File: src/rtl/column_hole_filler_if.sv
// Stream interface for column_hole_filler: sample input, filled-sample output, frame markers and stats.
// master = sample producer/consumer side, slave = the filler itself.
interface column_hole_filler_if #(
    parameter int data_width = 21,
    parameter int fc_width   = 16
);
    logic [data_width-1:0] in_data;
    logic                  in_valid;
    logic [data_width-1:0] out_data;
    logic                  out_valid;
    logic                  out_col_start;
    logic                  out_frame_start;
    logic                  frame_done;
    logic [2:0]            frame_index;
    logic [fc_width-1:0]   fill_count;

    modport master (
        output in_data, in_valid,
        input  out_data, out_valid, out_col_start, out_frame_start, frame_done, frame_index, fill_count
    );

    modport slave (
        input  in_data, in_valid,
        output out_data, out_valid, out_col_start, out_frame_start, frame_done, frame_index, fill_count
    );
endinterface

File: src/rtl/column_hole_filler.sv
// Fills zero-disparity holes in a column-major stream with the last good sample of the same column.
// Optional per-frame fill statistics are enabled by defining COLUMN_HOLE_FILLER_FILL_STATS_EN.
module column_hole_filler #(
    parameter int width      = 120,
    parameter int height     = 240,
    parameter int data_width = 21,
    parameter int disp_width = 8,
    parameter int max_fill   = 16,
    parameter int tag_len    = 32
) (
    input  logic                   clk,
    input  logic                   reset_n,
    column_hole_filler_if.slave    bus
);
    localparam int row_w   = (height > 1) ? $clog2(height) : 1;
    localparam int col_w   = (width > 1) ? $clog2(width) : 1;
    localparam int run_w   = (max_fill > 0) ? $clog2(max_fill + 1) : 1;
    localparam int fc_w    = $clog2(width * height) + 1;
    localparam int tag_eff = (tag_len > height) ? height : tag_len;
    localparam logic [row_w:0]   tag_lim  = (row_w + 1)'(tag_eff);
    localparam logic [row_w-1:0] row_last = row_w'(height - 1);
    localparam logic [col_w-1:0] col_last = col_w'(width - 1);
    localparam logic [run_w-1:0] run_max  = run_w'(max_fill);

    logic [row_w-1:0]      row_q, row_d;
    logic [col_w-1:0]      col_q, col_d;
    logic [data_width-1:0] last_good_q, last_good_d;
    logic                  have_last_q, have_last_d;
    logic [run_w-1:0]      run_q, run_d;

    logic                  out_valid_q, out_col_start_q, out_frame_start_q, frame_done_q;
    logic [data_width-1:0] out_data_q;
    logic [2:0]            frame_index_q;

    logic                  row0_s, col0_s, is_tag_s, hole_s, fill_s, frame_last_s;
    logic                  have_s;
    logic [run_w-1:0]      run_s;
    logic [data_width-1:0] last_s, data_d;

    // Row/column position of the incoming sample.
    always_comb begin
        row_d = row_q;
        col_d = col_q;
        if (bus.in_valid) begin
            if (row_q == row_last) begin
                row_d = '0;
                if (col_q == col_last) begin
                    col_d = '0;
                end else begin
                    col_d = col_q + col_w'(1);
                end
            end else begin
                row_d = row_q + row_w'(1);
            end
        end else begin
            row_d = row_q;
        end
    end

    // Hole classification and per-column fill state; state is seen as cleared on row 0.
    always_comb begin
        row0_s       = (row_q == '0);
        col0_s       = (col_q == '0);
        frame_last_s = (row_q == row_last) && (col_q == col_last);
        is_tag_s     = col0_s && ({1'b0, row_q} < tag_lim);
        hole_s       = (bus.in_data[disp_width-1:0] == '0);
        have_s       = row0_s ? 1'b0 : have_last_q;
        run_s        = row0_s ? '0 : run_q;
        last_s       = row0_s ? '0 : last_good_q;
        have_last_d  = have_s;
        run_d        = run_s;
        last_good_d  = last_s;
        fill_s       = 1'b0;
        if (is_tag_s) begin
            fill_s = 1'b0;
        end else if (!hole_s) begin
            last_good_d = bus.in_data;
            have_last_d = 1'b1;
            run_d       = '0;
        end else if (have_s && (run_s < run_max)) begin
            fill_s = 1'b1;
            run_d  = run_s + run_w'(1);
        end else begin
            fill_s = 1'b0;
        end
        data_d = fill_s ? last_s : bus.in_data;
    end

    // Position counters and column fill state, advanced only by valid samples.
    always_ff @(posedge clk or negedge reset_n) begin
        if (!reset_n) begin
            row_q       <= '0;
            col_q       <= '0;
            last_good_q <= '0;
            have_last_q <= 1'b0;
            run_q       <= '0;
        end else if (bus.in_valid) begin
            row_q       <= row_d;
            col_q       <= col_d;
            last_good_q <= last_good_d;
            have_last_q <= have_last_d;
            run_q       <= run_d;
        end
    end

    // Registered output stage: one cycle behind the input, markers only with valid.
    always_ff @(posedge clk or negedge reset_n) begin
        if (!reset_n) begin
            out_valid_q       <= 1'b0;
            out_col_start_q   <= 1'b0;
            out_frame_start_q <= 1'b0;
            frame_done_q      <= 1'b0;
            out_data_q        <= '0;
            frame_index_q     <= 3'd0;
        end else begin
            out_valid_q       <= bus.in_valid;
            out_col_start_q   <= bus.in_valid & row0_s;
            out_frame_start_q <= bus.in_valid & row0_s & col0_s;
            frame_done_q      <= bus.in_valid & frame_last_s;
            if (bus.in_valid) begin
                out_data_q <= data_d;
            end
            if (bus.in_valid && is_tag_s && row0_s) begin
                frame_index_q <= bus.in_data[2:0];
            end
        end
    end

`ifdef COLUMN_HOLE_FILLER_FILL_STATS_EN
    logic [fc_w-1:0] fill_cnt_q;
    logic [fc_w-1:0] fill_count_q;

    // Running fill count; the total (including the last sample) is published at frame end.
    always_ff @(posedge clk or negedge reset_n) begin
        if (!reset_n) begin
            fill_cnt_q   <= '0;
            fill_count_q <= '0;
        end else if (bus.in_valid) begin
            if (frame_last_s) begin
                fill_count_q <= fill_cnt_q + fc_w'(fill_s);
                fill_cnt_q   <= '0;
            end else begin
                fill_cnt_q   <= fill_cnt_q + fc_w'(fill_s);
            end
        end
    end

    assign bus.fill_count = fill_count_q;
`else
    assign bus.fill_count = '0;
`endif

    assign bus.out_valid       = out_valid_q;
    assign bus.out_col_start   = out_col_start_q;
    assign bus.out_frame_start = out_frame_start_q;
    assign bus.frame_done      = frame_done_q;
    assign bus.out_data        = out_data_q;
    assign bus.frame_index     = frame_index_q;
endmodule

File: src/flat_wrapper.sv
// flat-port wrapper written by rule: the top's interface ports become plain ports
module column_hole_filler_flat 
#(
    parameter int width      = 120,
    parameter int height     = 240,
    parameter int data_width = 21,
    parameter int disp_width = 8,
    parameter int max_fill   = 16,
    parameter int tag_len    = 32
)
  (clk, reset_n, bus_in_data, bus_in_valid, bus_out_data, bus_out_valid, bus_out_col_start, bus_out_frame_start, bus_frame_done, bus_frame_index, bus_fill_count);
  column_hole_filler_if #(.data_width(data_width), .fc_width(($clog2((4) * (8)) + 1))) bus_i ();
  input  logic clk;
  input  logic reset_n;
  input wire logic [$bits(bus_i.in_data)-1:0] bus_in_data;
  input wire logic [$bits(bus_i.in_valid)-1:0] bus_in_valid;
  output wire logic [$bits(bus_i.out_data)-1:0] bus_out_data;
  output wire logic [$bits(bus_i.out_valid)-1:0] bus_out_valid;
  output wire logic [$bits(bus_i.out_col_start)-1:0] bus_out_col_start;
  output wire logic [$bits(bus_i.out_frame_start)-1:0] bus_out_frame_start;
  output wire logic [$bits(bus_i.frame_done)-1:0] bus_frame_done;
  output wire logic [$bits(bus_i.frame_index)-1:0] bus_frame_index;
  output wire logic [$bits(bus_i.fill_count)-1:0] bus_fill_count;
  assign bus_i.in_data = bus_in_data;
  assign bus_i.in_valid = bus_in_valid;
  assign bus_out_data = bus_i.out_data;
  assign bus_out_valid = bus_i.out_valid;
  assign bus_out_col_start = bus_i.out_col_start;
  assign bus_out_frame_start = bus_i.out_frame_start;
  assign bus_frame_done = bus_i.frame_done;
  assign bus_frame_index = bus_i.frame_index;
  assign bus_fill_count = bus_i.fill_count;
  column_hole_filler #(.width(width), .height(height), .data_width(data_width), .disp_width(disp_width), .max_fill(max_fill), .tag_len(tag_len)) u_core (.clk(clk), .reset_n(reset_n), .bus(bus_i));
endmodule
File: config.mk
export PLATFORM = sky130hd
export DESIGN_NAME = column_hole_filler_flat
export DESIGN_NICKNAME = d
export VERILOG_FILES = /design/src/rtl/column_hole_filler_if.sv /design/src/rtl/column_hole_filler.sv /design/src/flat_wrapper.sv
export SDC_FILE = /design/constraint.sdc
export NUM_CORES = 1
export LEC_CHECK = 0
export BUFFER_PORTS_ARGS = -buffer_cell sky130_fd_sc_hd__buf_2
export CAP_MARGIN = 40
export CORE_MARGIN = 3
export CORE_UTILIZATION = 45
export CTS_CLUSTER_DIAMETER = 30
export DETAILED_ROUTE_END_ITERATION = 6
export PLACE_DENSITY = 0.67
export SYNTH_ARGS = -nofsm -noshare
export SYNTH_HDL_FRONTEND = slang
export SYNTH_SLANG_ARGS = --single-unit
File: constraint.sdc
create_clock -name clk -period 4.5 [get_ports clk]
set_input_delay 0.9 -clock clk [delete_from_list [all_inputs] [get_ports clk]]
set_output_delay 0.9 -clock clk [all_outputs]
set_load 0.005 [all_outputs]
### After elaboration in Yosys (flattened, before gate mapping)

Cells that the tools add are included.

* flip-flop bits (word level): 70
* word-level logic and storage cells: 46
* output and inout port bits: 34
* input port bits: 24

* order comparisons: 2
* bitwise operators: 3
* add/subtract/negate cells: 3
* mux-type cells: 16
* eq/ne operators: 2
* reduce and logical (&&, ||, !) cells: 9

Operators with widths (count)
* $mux 21: 4
* $mux 5: 4
* $logic_not 8->1: 2
* $add 8x1->8 const B: 1
* $eq 8x8->1 const B: 1
* $lt 8x6->1 const B: 1
* $mux 8: 1
* $add 7x1->7 const B: 1
* $eq 7x7->1 const B: 1
* $logic_not 7->1: 1
* $mux 7: 1
* $mux 1: 6
* $add 5x1->5 const B: 1
* $logic_and 1x1->1: 5
* $lt 5x5->1 const B: 1
* $and 1x1->1: 3
* $reduce_and 2->1: 1

### Depth between registers and ports, before layout

Gate-level depths: netlist of the first run.

* depth after elaboration: 8
* depth in mapped cells: 10
* gate-level depth less buffers: 9

### Worst setup path before layout of the first run

No wires, ideal clock.

* kind: input to register
* start: input port bus_in_data[5]
* end: register u_core.out_data_q[10] (netlist: u_core.bus.out_data[10])
* required time: 4.418 ns
* setup slack: 2.157 ns
* setup time: 0.082 ns
* stages: 5
* arrival: 2.261 ns
* path through: or4_1 -> a2111oi_4 -> buf_6 -> nand3_1 -> a31oi_1

* word-level cells in the longest chain between the ends: 4

RTL lines
* start: declaration: RTL line flat_wrapper.sv:15 `input wire logic [$bits(bus_i.in_data)-1:0] bus_in_data;`
* $logic_not 8->1: RTL line column_hole_filler.sv:66 `hole_s = (bus.in_data[disp_width-1:0] == '0);`
* $mux 1: RTL line column_hole_filler.sv:76 `end else if (!hole_s) begin`
* $mux 1: RTL line column_hole_filler.sv:74 `if (is_tag_s) begin`
* $mux 21: RTL line column_hole_filler.sv:86 `data_d = fill_s ? last_s : bus.in_data;`
* end signal: assignment: RTL line column_hole_filler.sv:121 `out_data_q <= data_d;`
* end: declaration: RTL line column_hole_filler.sv:32 `logic [data_width-1:0] out_data_q;`

No other way between the ends.
A chain may end at the register's enable or synchronous reset.

### Final worst setup path of the first run

* start: register u_core.row_q[0]
* end: register u_core.run_q[4]

* word-level cells in the longest chain between the ends: 7
* elaborated cells on any way between the ends: 11
* classes of those cells: 1 x add/sub; 2 x order compare; 5 x mux; 3 x reduce/logical

RTL lines
* start: declaration: RTL line column_hole_filler.sv:25 `logic [row_w-1:0] row_q, row_d;`
* start signal: assignment: RTL line column_hole_filler.sv:98 `row_q <= row_d;`
* $logic_not 8->1: RTL line column_hole_filler.sv:62 `row0_s = (row_q == '0);`
* $mux 5: RTL line column_hole_filler.sv:68 `run_s = row0_s ? '0 : run_q;`
* $lt 5x5->1: RTL line column_hole_filler.sv:80 `end else if (have_s && (run_s < run_max)) begin`
* $logic_and 1x1->1: RTL line column_hole_filler.sv:80
* $mux 5: RTL line column_hole_filler.sv:80
* $mux 5: RTL line column_hole_filler.sv:76
* $mux 5 (*): RTL line column_hole_filler.sv:74
* end signal: assignment: RTL line column_hole_filler.sv:102 `run_q <= run_d;`
* end: declaration: RTL line column_hole_filler.sv:29 `logic [run_w-1:0] run_q, run_d;`

Mark *: on every way between the ends. The rest lies on a longest branch, timed or not.

==> results of run 1 <==
metrics by stage:
| step | cells | utilization (%) | power [uW] |
|---|---|---|---|
| floorplan | 334 | - | 908 |
| global placement | 464 | 51.3 | 984 |
| detailed placement | 465 | 51.4 | 994 |
| CTS | 481 | 54.8 | 1570 |
| global route | 481 | 54.8 | 1640 |
| finish | 481 | 54.8 | 1550 |
flip-flops by register name (all words and copies together), names as in the netlist:
register and count:
u_core.row_q 8, u_core.bus.out_data 21, u_core.run_q 5, u_core.bus.out_valid 1
u_core.col_q 7, u_core.bus.out_col_start 1, u_core.bus.frame_index 3, u_core.bus.out_frame_start 1
u_core.have_last_q 1, u_core.last_good_q 21, u_core.bus.frame_done 1
report_power, final:
group / switching [uW] / total (uW) / leakage [uW] / internal (uW)
registers: 62.7 / 759 / 0.000853 / 696
logic: 132 / 221 / 0.000793 / 89.4
clock network: 232 / 575 / 0.000116 / 342
per-layer routing:
metal  global-route usage [%]  vias up  routed length, um
met3                     4.92       11                350
met2                     28.5       68               3170
met5                        0        -                  0
met4                     7.14        0                131
met1                     22.9     1183               3110
li1                         -     1239                  -
final cells by class:
| class | count | area share [%] |
|---|---|---|
| Timing Repair Buffer | 58 | 8.17 |
| Clock buffer | 11 | 4.02 |
| Tap cell | 96 | 3.19 |
| Clock inverter | 5 | 2.16 |
| Inverter | 9 | 0.897 |
| Sequential cell | 70 | 46.5 |
| Multi-Input combinational cell | 232 | 35.0 |
layout by cell type, fill, tap and decap left out, types with 2 or more instances in the layout:
cell type	count
o21ai_0	24
a32o_1	2
conb_1	6
ha_1	5
o21ai_1	2
nand2_1	51
nor4b_2	2
and2_1	4
a21o_1	2
o211ai_1	3
bufinv_16	2
nor3_1	3
mux2_2	4
o41ai_1	2
and3_1	3
buf_2	51
nor3_2	2
inv_1	8
dfrtp_1	70
a21oi_1	18
buf_4	7
nor2b_1	2
nand4_1	4
clkbuf_8	11
a31oi_1	14
xnor2_1	5
nor2_1	30
a22o_1	9
or3_1	3
nand3_1	20
how the worst max path moves through the flow:
stage	to	slack (ns)	from
2_1_floorplan	u_core.bus.out_data[10]	2.16	bus_in_data[5]
3_3_place_gp	u_core.bus.out_data[11]	1.77	bus_in_data[5]
3_5_place_dp	u_core.bus.out_data[14]	1.71	bus_in_data[1]
4_1_cts	u_core.run_q[4]	1.90	u_core.row_q[0]
5_1_grt	u_core.bus.frame_index[1]	1.70	u_core.row_q[0]
6_report	u_core.run_q[4]	1.94	u_core.row_q[0]
logic make-up (layout without fill, tap and decap cells):
group	Yosys count	in the layout
other	1	6
flip-flops	70	70
buffers and inverters	32	83
multiplexers	4	4
adder cells (fa/ha/maj)	5	5
XOR/XNOR	6	6
AO/OA/AOI/OAI	81	81
AND/OR/NAND/NOR	130	130
worst register-to-register path: cells and delay by family, from the launching register on:
family                     cells  cell delay, ns
AOI/OAI and AO/OA              1            0.27
adders and majority gates      2            0.35
buffers and inverters          2            0.14
DFF                            1            0.43
and+or+nand+nor                4            1.28
==> qor.txt, run 1 <==
DR iter-0 viols: 127
R2R Path Start: u_core.row_q[0]
proportion of synthesized area in mux cells: 1.40%
post-cts hold buffer count: 0
Worst setup SP type: flop
pwr/cell area: 413 mW/mm^2
Multi-input gate area: 0.00132 mm^2
Initial Util: 46.8%
vias in the first global route: 2578
Setup crit end kind: flop
DR WL/cell: 14.1 um
Synth area leader: dfrtp_1
Yosys Warn Count: 0
drt pass-1 iters: 4
CTS buffer count: 9
initial antenna violation count: 0
# Post-CTS Setup Buffers: 0
share of the synthesized area in the top cell type: 54.5%
post-synthesis register bit count: 70
Synth Area in Simple Gates: 19.1%
final clock skew: 0.0116 ns
Synth Area in Adders: 1.95%
CP max FO: 19
Synth Flop Type: dfrtp_1
Slew Viols, Final: 0
pin count of the biggest net entering global routing: 55
cell area after layout: 0.00377 mm^2
CP max-delay cell: nand2_1
Unique masters post-synth: 44
gr usage total: 17.8%
hold path endpoint: u_core.bus.frame_index[0]
die area: 0.00820 mm^2
r2r worst-path depth: 9
H-tree depth: 3
Data required, critical path: 4.73 ns
clock buffer depth: 2
area grow syn2layout: 17.1%
CTS tree: built
Post-synth EDFFs: 0
DRC: 0
CP arrival: 2.78 ns
CP Class: flop to flop
R2R Setup Slk: 1.94 ns
RD Place Congestion: 0.915
Via-to-Cell Ratio: 5.20
worst min path class: flop to flop
Synth Cell Area: 0.00322 mm^2
IO Pins: 58
Post-Synth XOR/XNOR Area: 1.63%
gr ovfl total: 0
max cap viols: 0
Post-synth ARST share: 100%
post-route ant nets: 0
fillcell total: 631
clock transition at the registers of the reported paths: 0.08 ns
sequential cell area: 0.00175 mm^2
fin worst setup slack: 1.94 ns
dpl cell area: 0.00353 mm^2
Crit. path cell count: 9
# resized after CTS: 0
worst skew pair latency: 0.34 ns
count leader, synth: dfrtp_1
standard-cell rows: 30
Post-Synthesis Cells: 329
Hold Path Stages: 1
worst hold slack: 0.507 ns
Via Count: 2501
VDD IR max: 0.248 mV
critical-path cell list: inv_1 > ha_1 > nor4b_2 > nand2_1 > and2_1 > ha_1 > inv_1 > nor3_1 > a32o_1
Worst slew margin: 50.4%
Top delay family on crit path: simple AND/OR/NAND/NOR gates
Achievable Freq: 391 MHz
unrepaired setup endpoints after global routing: no
main combinational cell family by area after synthesis: simple AND/OR/NAND/NOR gates
register area share after synthesis: 54.5%
syn_area_per_cell: 9.77 um^2
leading post-synthesis cells by cell area: dfrtp_1 (54%), nand2_1 (6.0%), o21ai_0 (3.7%)
period utilization: 56.8%
most frequent cells after synthesis: dfrtp_1 (70), nand2_1 (51), nor2_1 (30)
status: completed
global-route wire length before repair: 11.9 mm
worst path bufs/invs: 2
net count reported at finish: 409
crit-path max cell delay: 0.51 ns
worst slew pin tran: 0.744 ns
Die H: 90.5 um
n_diodes: 0
DRT Wirelength: 6.76 mm
layout cells sized above 1: 22.6%
clock sinks: 70
CTS Root Cell: clkbuf_8
Die Span X: 90.5 um
PortBufs: 51
core area: 0.00687 mm^2
setup TNS: 0 ns
compound-cell area share of the yosys netlist: 16.3%
DP Worst Slack: 1.71 ns
endpoints failing setup: 0
hpwl dp: 4.59 mm
Leak: 0.00176 uW
FF-to-FF End: u_core.run_q[4]
fin crit period: 2.56 ns
Hold Vio Cnt, Final: 0
Hold Crit Start: u_core.bus.frame_index[0]
No activity file was read; power rests on OpenSTA's default activity.
==> run 2, diff against run 1 <==
PLACE_DENSITY = 0.69   (was 0.67)
clock period = 2.1 ns   (was 4.5 ns; I/O delays follow)
==> qor.txt, run 2 (synthesized netlist as in run 1, its figures left out) <==
hpwl dp: 4.69 mm (+2.2%)
vias in the first global route: 2595 (+0.66%)
period utilization: 95.7% (+39 points)
Setup crit end kind: flop
n_diodes: 0 (unchanged)
GR Util met2: 28.3% (-0.25 points)
crit-path max cell delay: 0.40 ns (-0.11 ns)
Via Count: 2638 (+5.5%)
gr ovfl total: 0 (unchanged)
pwr/cell area: 859 mW/mm^2 (+110%)
DRT Wirelength: 6.93 mm (+2.4%)
final core utilization: 57.4% (+2.6 points)
unrepaired setup endpoints after global routing: no
layout cells sized above 1: 26.2% (+3.6 points)
Logic pwr share: 17.1% (+2.9 points)
clock transition at the registers of the reported paths: 0.08 ns (about the same)
core area: 0.00687 mm^2 (unchanged)
post-route ant nets: 0 (unchanged)
DRC: 0 (unchanged)
drt pass-1 iters: 4 (unchanged)
Switching Share: 27.9% (+0.43 points)
standard-cell rows: 30 (unchanged)
worst skew pair latency: 0.35 ns (about the same)
Hold Vio Cnt, Final: 0 (unchanged)
sequential power share: 47.7% (-1.1 points)
IO Pins: 58 (unchanged)
worst min path class: input port to asynchronous set/reset pin
Cell Int Power: 2440 uW (+120%)
status: completed
r2r worst-path depth: 9 (unchanged)
grt peak-use layer: met2
DR WL/cell: 13.9 um (-0.86%)
M1 GR Usage: 22.7% (-0.17 points)
net count reported at finish: 425 (+3.9%)
most frequent cells in the layout: dfrtp_1 (70), buf_2 (51), nand2_1 (50)
Initial Util: 46.8% (unchanged)
Worst setup SP type: flop
CP Class: flop to flop
dpl cells: 475 (+2.2%)
Post-Layout Cell Count: 497 (+3.3%)
PortBufs: 51 (unchanged)
CP arrival: 2.24 ns (-0.54 ns)
worst hold slack: 0.0384 ns (-0.468 ns)
clock group share of total power: 35.2% (-1.8 points)
final clock skew: 0.00817 ns (-0.00338 ns)
worst slew pin tran: 0.548 ns (-0.197 ns)
P_sw: 945 uW (+120%)
clock sinks: 70 (unchanged)
Via-to-Cell Ratio: 5.31 (+2.1%)
max cap viols: 0 (unchanged)
gr usage total: 17.4% (-0.40 points)
fin crit period: 2.01 ns (-0.547 ns)
global-route wire length before repair: 11.6 mm (-2.1%)
die area: 0.00820 mm^2 (unchanged)
CTS tree: built
CTS Root Cell: clkbuf_8
setup TNS: 0 ns (unchanged)
Leak: 0.00185 uW (+5.0%)
VDD IR max: 0.460 mV (+86%)
Worst slew margin: 63.2% (+13 points)
H-tree depth: 3 (unchanged)
most common cell after layout, fill and taps aside: dfrtp_1
DR iter-0 viols: 158 (+24%)
initial antenna violation count: 0 (unchanged)
endpoints failing setup: 0 (unchanged)
Achievable Freq: 498 MHz (+27%)
Slew Viols, Final: 0 (unchanged)
pin count of the biggest net entering global routing: 36 (-35%)
Die Span X: 90.5 um (unchanged)
critical-path cell list: inv_1 > ha_1 > nor4b_4 > nand2_2 > and2_4 > ha_1 > inv_1 > nor3_1 > a32o_1
CTS buffer count: 9 (unchanged)
Data required, critical path: 2.33 ns (-2.40 ns)
Final Power: 3390 uW (+120%)
met3 Use GR: 3.08% (-1.8 points)
clock buffer depth: 2 (unchanged)
CP max FO: 6 (-13)
RD Place Congestion: 0.844 (-7.7%)
CP max-delay cell: dfrtp_1
area grow syn2layout: 22.7%
Die H: 90.5 um (unchanged)
post-cts hold buffer count: 0 (unchanged)
==> run 2: cell count changes in the layout (fill, tap and decap cells not counted), moves of 2 or more <==
cell,change
nor4b_4,+2
buf_12,+2
nor4b_2,-2
buf_4,+12
==> run 2: cell type report <==
type,count,area (um^2)
Clock inverter,6,85.1
Sequential cell,70,1750
Tap cell,96,120
Inverter,9,33.8
Timing Repair Buffer,74,474
Clock buffer,10,138
Multi-Input combinational cell,232,1340
Fill cell,600,2920
==> run 2: routing by layer <==
metal,part of all wire [%],vias up,wire [um]
met3,5.0,11,349
met4,1.8,0,125
met5,0,-,0
met1,47,1280,3250
met2,46,69,3210
li1,-,1278,-
==> run 2: path summary, 6_finish.rpt <==
check                                                from                         to  slack (ns)
worst max register to register            u_core.row_q[1]            u_core.run_q[4]        0.09
worst min register to register  u_core.bus.frame_index[1]  u_core.bus.frame_index[1]        0.51
max in group asynchronous                         reset_n            u_core.col_q[0]        1.44
worst max-delay path                      u_core.row_q[1]            u_core.run_q[4]        0.09
worst min-delay path                              reset_n    u_core.bus.out_data[19]        0.04
min in group clk                          bus_in_data[14]     u_core.last_good_q[14]        0.28
==> run 2: power groups by stage <==
| stage | Combinational (uW) | Sequential (uW) | Clock [uW] |
|---|---|---|---|
| finish | 579 | 1620 | 1190 |
| global route | 659 | 1640 | 1270 |
| CTS | 560 | 1620 | 1230 |
| detailed placement | 558 | 1640 | 0 |
| global placement | 546 | 1640 | 0 |
| floorplan | 331 | 1640 | 0 |
==> run 2: what timing repair did <==
action,in CTS,in global routing
setup buffers,0,4
hold endpoints to repair,0,0
resized for setup,0,3
endpoints found under the setup margin,0,29
==> run 2: stage by stage <==
| stage | setup slack (ns) | cell area [um^2] |
|---|---|---|
| floorplan | 0.0586 | 3250 |
| global placement | 0.0697 | 3640 |
| detailed placement | 0.0257 | 3640 |
| CTS | 0.0486 | 3870 |
| global route | 0.00652 | 3950 |
| finish | 0.0904 | 3950 |
==> run 2: critical path, delay by kind of cell (launching register included) <==
kind | cells | cell delay, ns
AND/OR/NAND/NOR | 4 | 0.73
flip-flops | 1 | 0.40
adder cells (fa/ha/maj) | 2 | 0.36
AO/OA/AOI/OAI | 1 | 0.27
buffers and inverters | 2 | 0.14
==> run 3, diff against run 2 <==
CTS_BUF_LIST = sky130_fd_sc_hd__clkbuf_16   (was unset)
REMOVE_ABC_BUFFERS = 1   (was unset)
==> qor.txt, run 3 (synthesized netlist as in run 1, its figures left out) <==
worst slew pin tran: 0.543 ns (-0.00449 ns)
global-route wire length before repair: 12.0 mm (+3.1%)
DR WL/cell: 14.5 um (+4.0%)
Hold Vio Cnt, Final: 0 (unchanged)
post-route ant nets: 0 (unchanged)
dpl cells: 476 (+0.21%)
gr ovfl total: 0 (unchanged)
status: completed
pwr/cell area: 997 mW/mm^2 (+16%)
CP arrival: 2.30 ns (+0.06 ns)
drt pass-1 iters: 4 (unchanged)
DRT Wirelength: 7.26 mm (+4.8%)
worst skew pair latency: 0.33 ns (-0.02 ns)
RD Place Congestion: 0.805 (-4.7%)
Post-Layout Cell Count: 501 (+0.80%)
r2r worst-path depth: 9 (unchanged)
setup TNS: 0 ns (unchanged)
Worst slew margin: 63.7% (+0.45 points)
final clock skew: 0.00952 ns (+0.00135 ns)
gr usage total: 18.4% (+0.94 points)
endpoints failing setup: 0 (unchanged)
Die H: 90.5 um (unchanged)
CP max FO: 5 (-1)
R2R Setup Slk: 0.05 ns (-0.04 ns)
Leak: 0.00194 uW (+5.1%)
layout cells sized above 1: 27.4% (+1.2 points)
net count reported at finish: 429 (+0.94%)
CTS Root Cell: clkbuf_16
initial antenna violation count: 0 (unchanged)
CP Class: flop to flop
fillcell total: 600 (unchanged)
CTS buffer count: 9 (unchanged)
Achievable Freq: 488 MHz (-1.9%)
n_diodes: 0 (unchanged)
VDD IR max: 0.632 mV (+37%)
clock transition at the registers of the reported paths: 0.06 ns (-0.02 ns)
max cap viols: 0 (unchanged)
Slew Viols, Final: 0 (unchanged)
most frequent cells in the layout: dfrtp_1 (70), buf_2 (51), nand2_1 (50)
Initial Util: 46.8% (unchanged)
most common cell after layout, fill and taps aside: dfrtp_1
DP Worst Slack: 0.00473 ns (-0.0210 ns)
pin count of the biggest net entering global routing: 71 (+97%)
Die Span X: 90.5 um (unchanged)
DRC: 0 (unchanged)
DR iter-0 viols: 145 (-8.2%)
area grow syn2layout: 29.1%
period utilization: 97.5% (+1.8 points)
clock buffer depth: 2 (unchanged)
H-tree depth: 3 (unchanged)
Setup crit end kind: flop
die area: 0.00820 mm^2 (unchanged)
Worst setup SP type: flop
vias in the first global route: 2580 (-0.58%)
Data required, critical path: 2.35 ns (+0.02 ns)
Via Count: 2656 (+0.68%)
worst hold slack: 0.0932 ns (+0.0547 ns)
CTS tree: built
PortBufs: 51 (unchanged)
IO Pins: 58 (unchanged)
standard-cell rows: 30 (unchanged)
hpwl dp: 4.75 mm (+1.2%)
fin worst setup slack: 0.0523 ns (-0.0381 ns)
Via-to-Cell Ratio: 5.30 (-0.12%)
final core utilization: 60.4% (+3.0 points)
core area: 0.00687 mm^2 (unchanged)
clock sinks: 70 (unchanged)
worst min path class: input port to asynchronous set/reset pin
fin crit period: 2.05 ns (+0.0381 ns)
==> run 3: changes by cell type in the layout (fill, tap and decap cells not counted), moves of 2 or more <==
cell | previous run | this run
clkbuf_16 | 1 | 11
clkbuf_8 | 10 | 0
buf_4 | 19 | 21
bufinv_16 | 2 | 4
clkinvlp_4 | 2 | 0
inv_2 | 1 | 3
==> run 3: worst max-delay path, cell delays in order, from the launching register on <==
cell and delay (ns):
dfrtp_1 0.40, inv_2 0.05, ha_1 0.17, nor4b_4 0.14, a21o_1 0.21, a2111oi_4 0.38
buf_4 0.23, clkbuf_16 0.15, nand3_1 0.08, a31oi_1 0.17
==> run 3: worst paths after layout <==
path                                                   to                 startpoint
worst max-delay path               u_core.bus.out_data[8]            u_core.row_q[1]
worst min-delay path              u_core.bus.out_data[11]                    reset_n
worst max register to register     u_core.bus.out_data[8]            u_core.row_q[1]
worst min register to register  u_core.bus.frame_index[1]  u_core.bus.frame_index[1]
max in group asynchronous       u_core.bus.frame_index[1]                    reset_n
min in group clk                   u_core.last_good_q[20]            bus_in_data[20]
==> run 3: power by group <==
part	internal, uW	switching (uW)	leakage, uW
sequential	1490	113	0.000853
clock	1280	574	0.000181
combinational	315	369	0.000911
total	3080	1060	0.00194
==> run 3: metal layers <==
metal	GRT usage, %	vias up	share of wire, %
met4	8.29	0	2.2
met2	28.2	87	47
met1	23.4	1264	45
met3	6.42	17	5.7
li1	-	1288	-
met5	0	-	0
==> run 3: layout make-up <==
type / instances / area [um^2] / area share [%]
repair buffers: 78 / 534 / 12.9
multi-input cells: 232 / 1350 / 32.5
inverters: 9 / 33.8 / 0.814
clock buffers: 9 / 225 / 5.42
clock inverters: 7 / 138 / 3.32
flip-flops and latches: 70 / 1750 / 42.2
well taps: 96 / 120 / 2.89
==> run 3: through the flow <==
stage                     area, um^2  power (uW)
after floorplan                 3110        1920
after global placement          3650        2210
after detailed placement        3650        2240
after CTS                       4030        4130
after global routing            4150        4340
final                           4150        4140
==> run 3: repair_timing <==
item	4_1_cts	5_1_grt
pin swaps	0	4
setup buffers	0	6
resized for setup	1	7
gates cloned	0	3
setup endpoints to repair	1	17
hold buffers	0	0
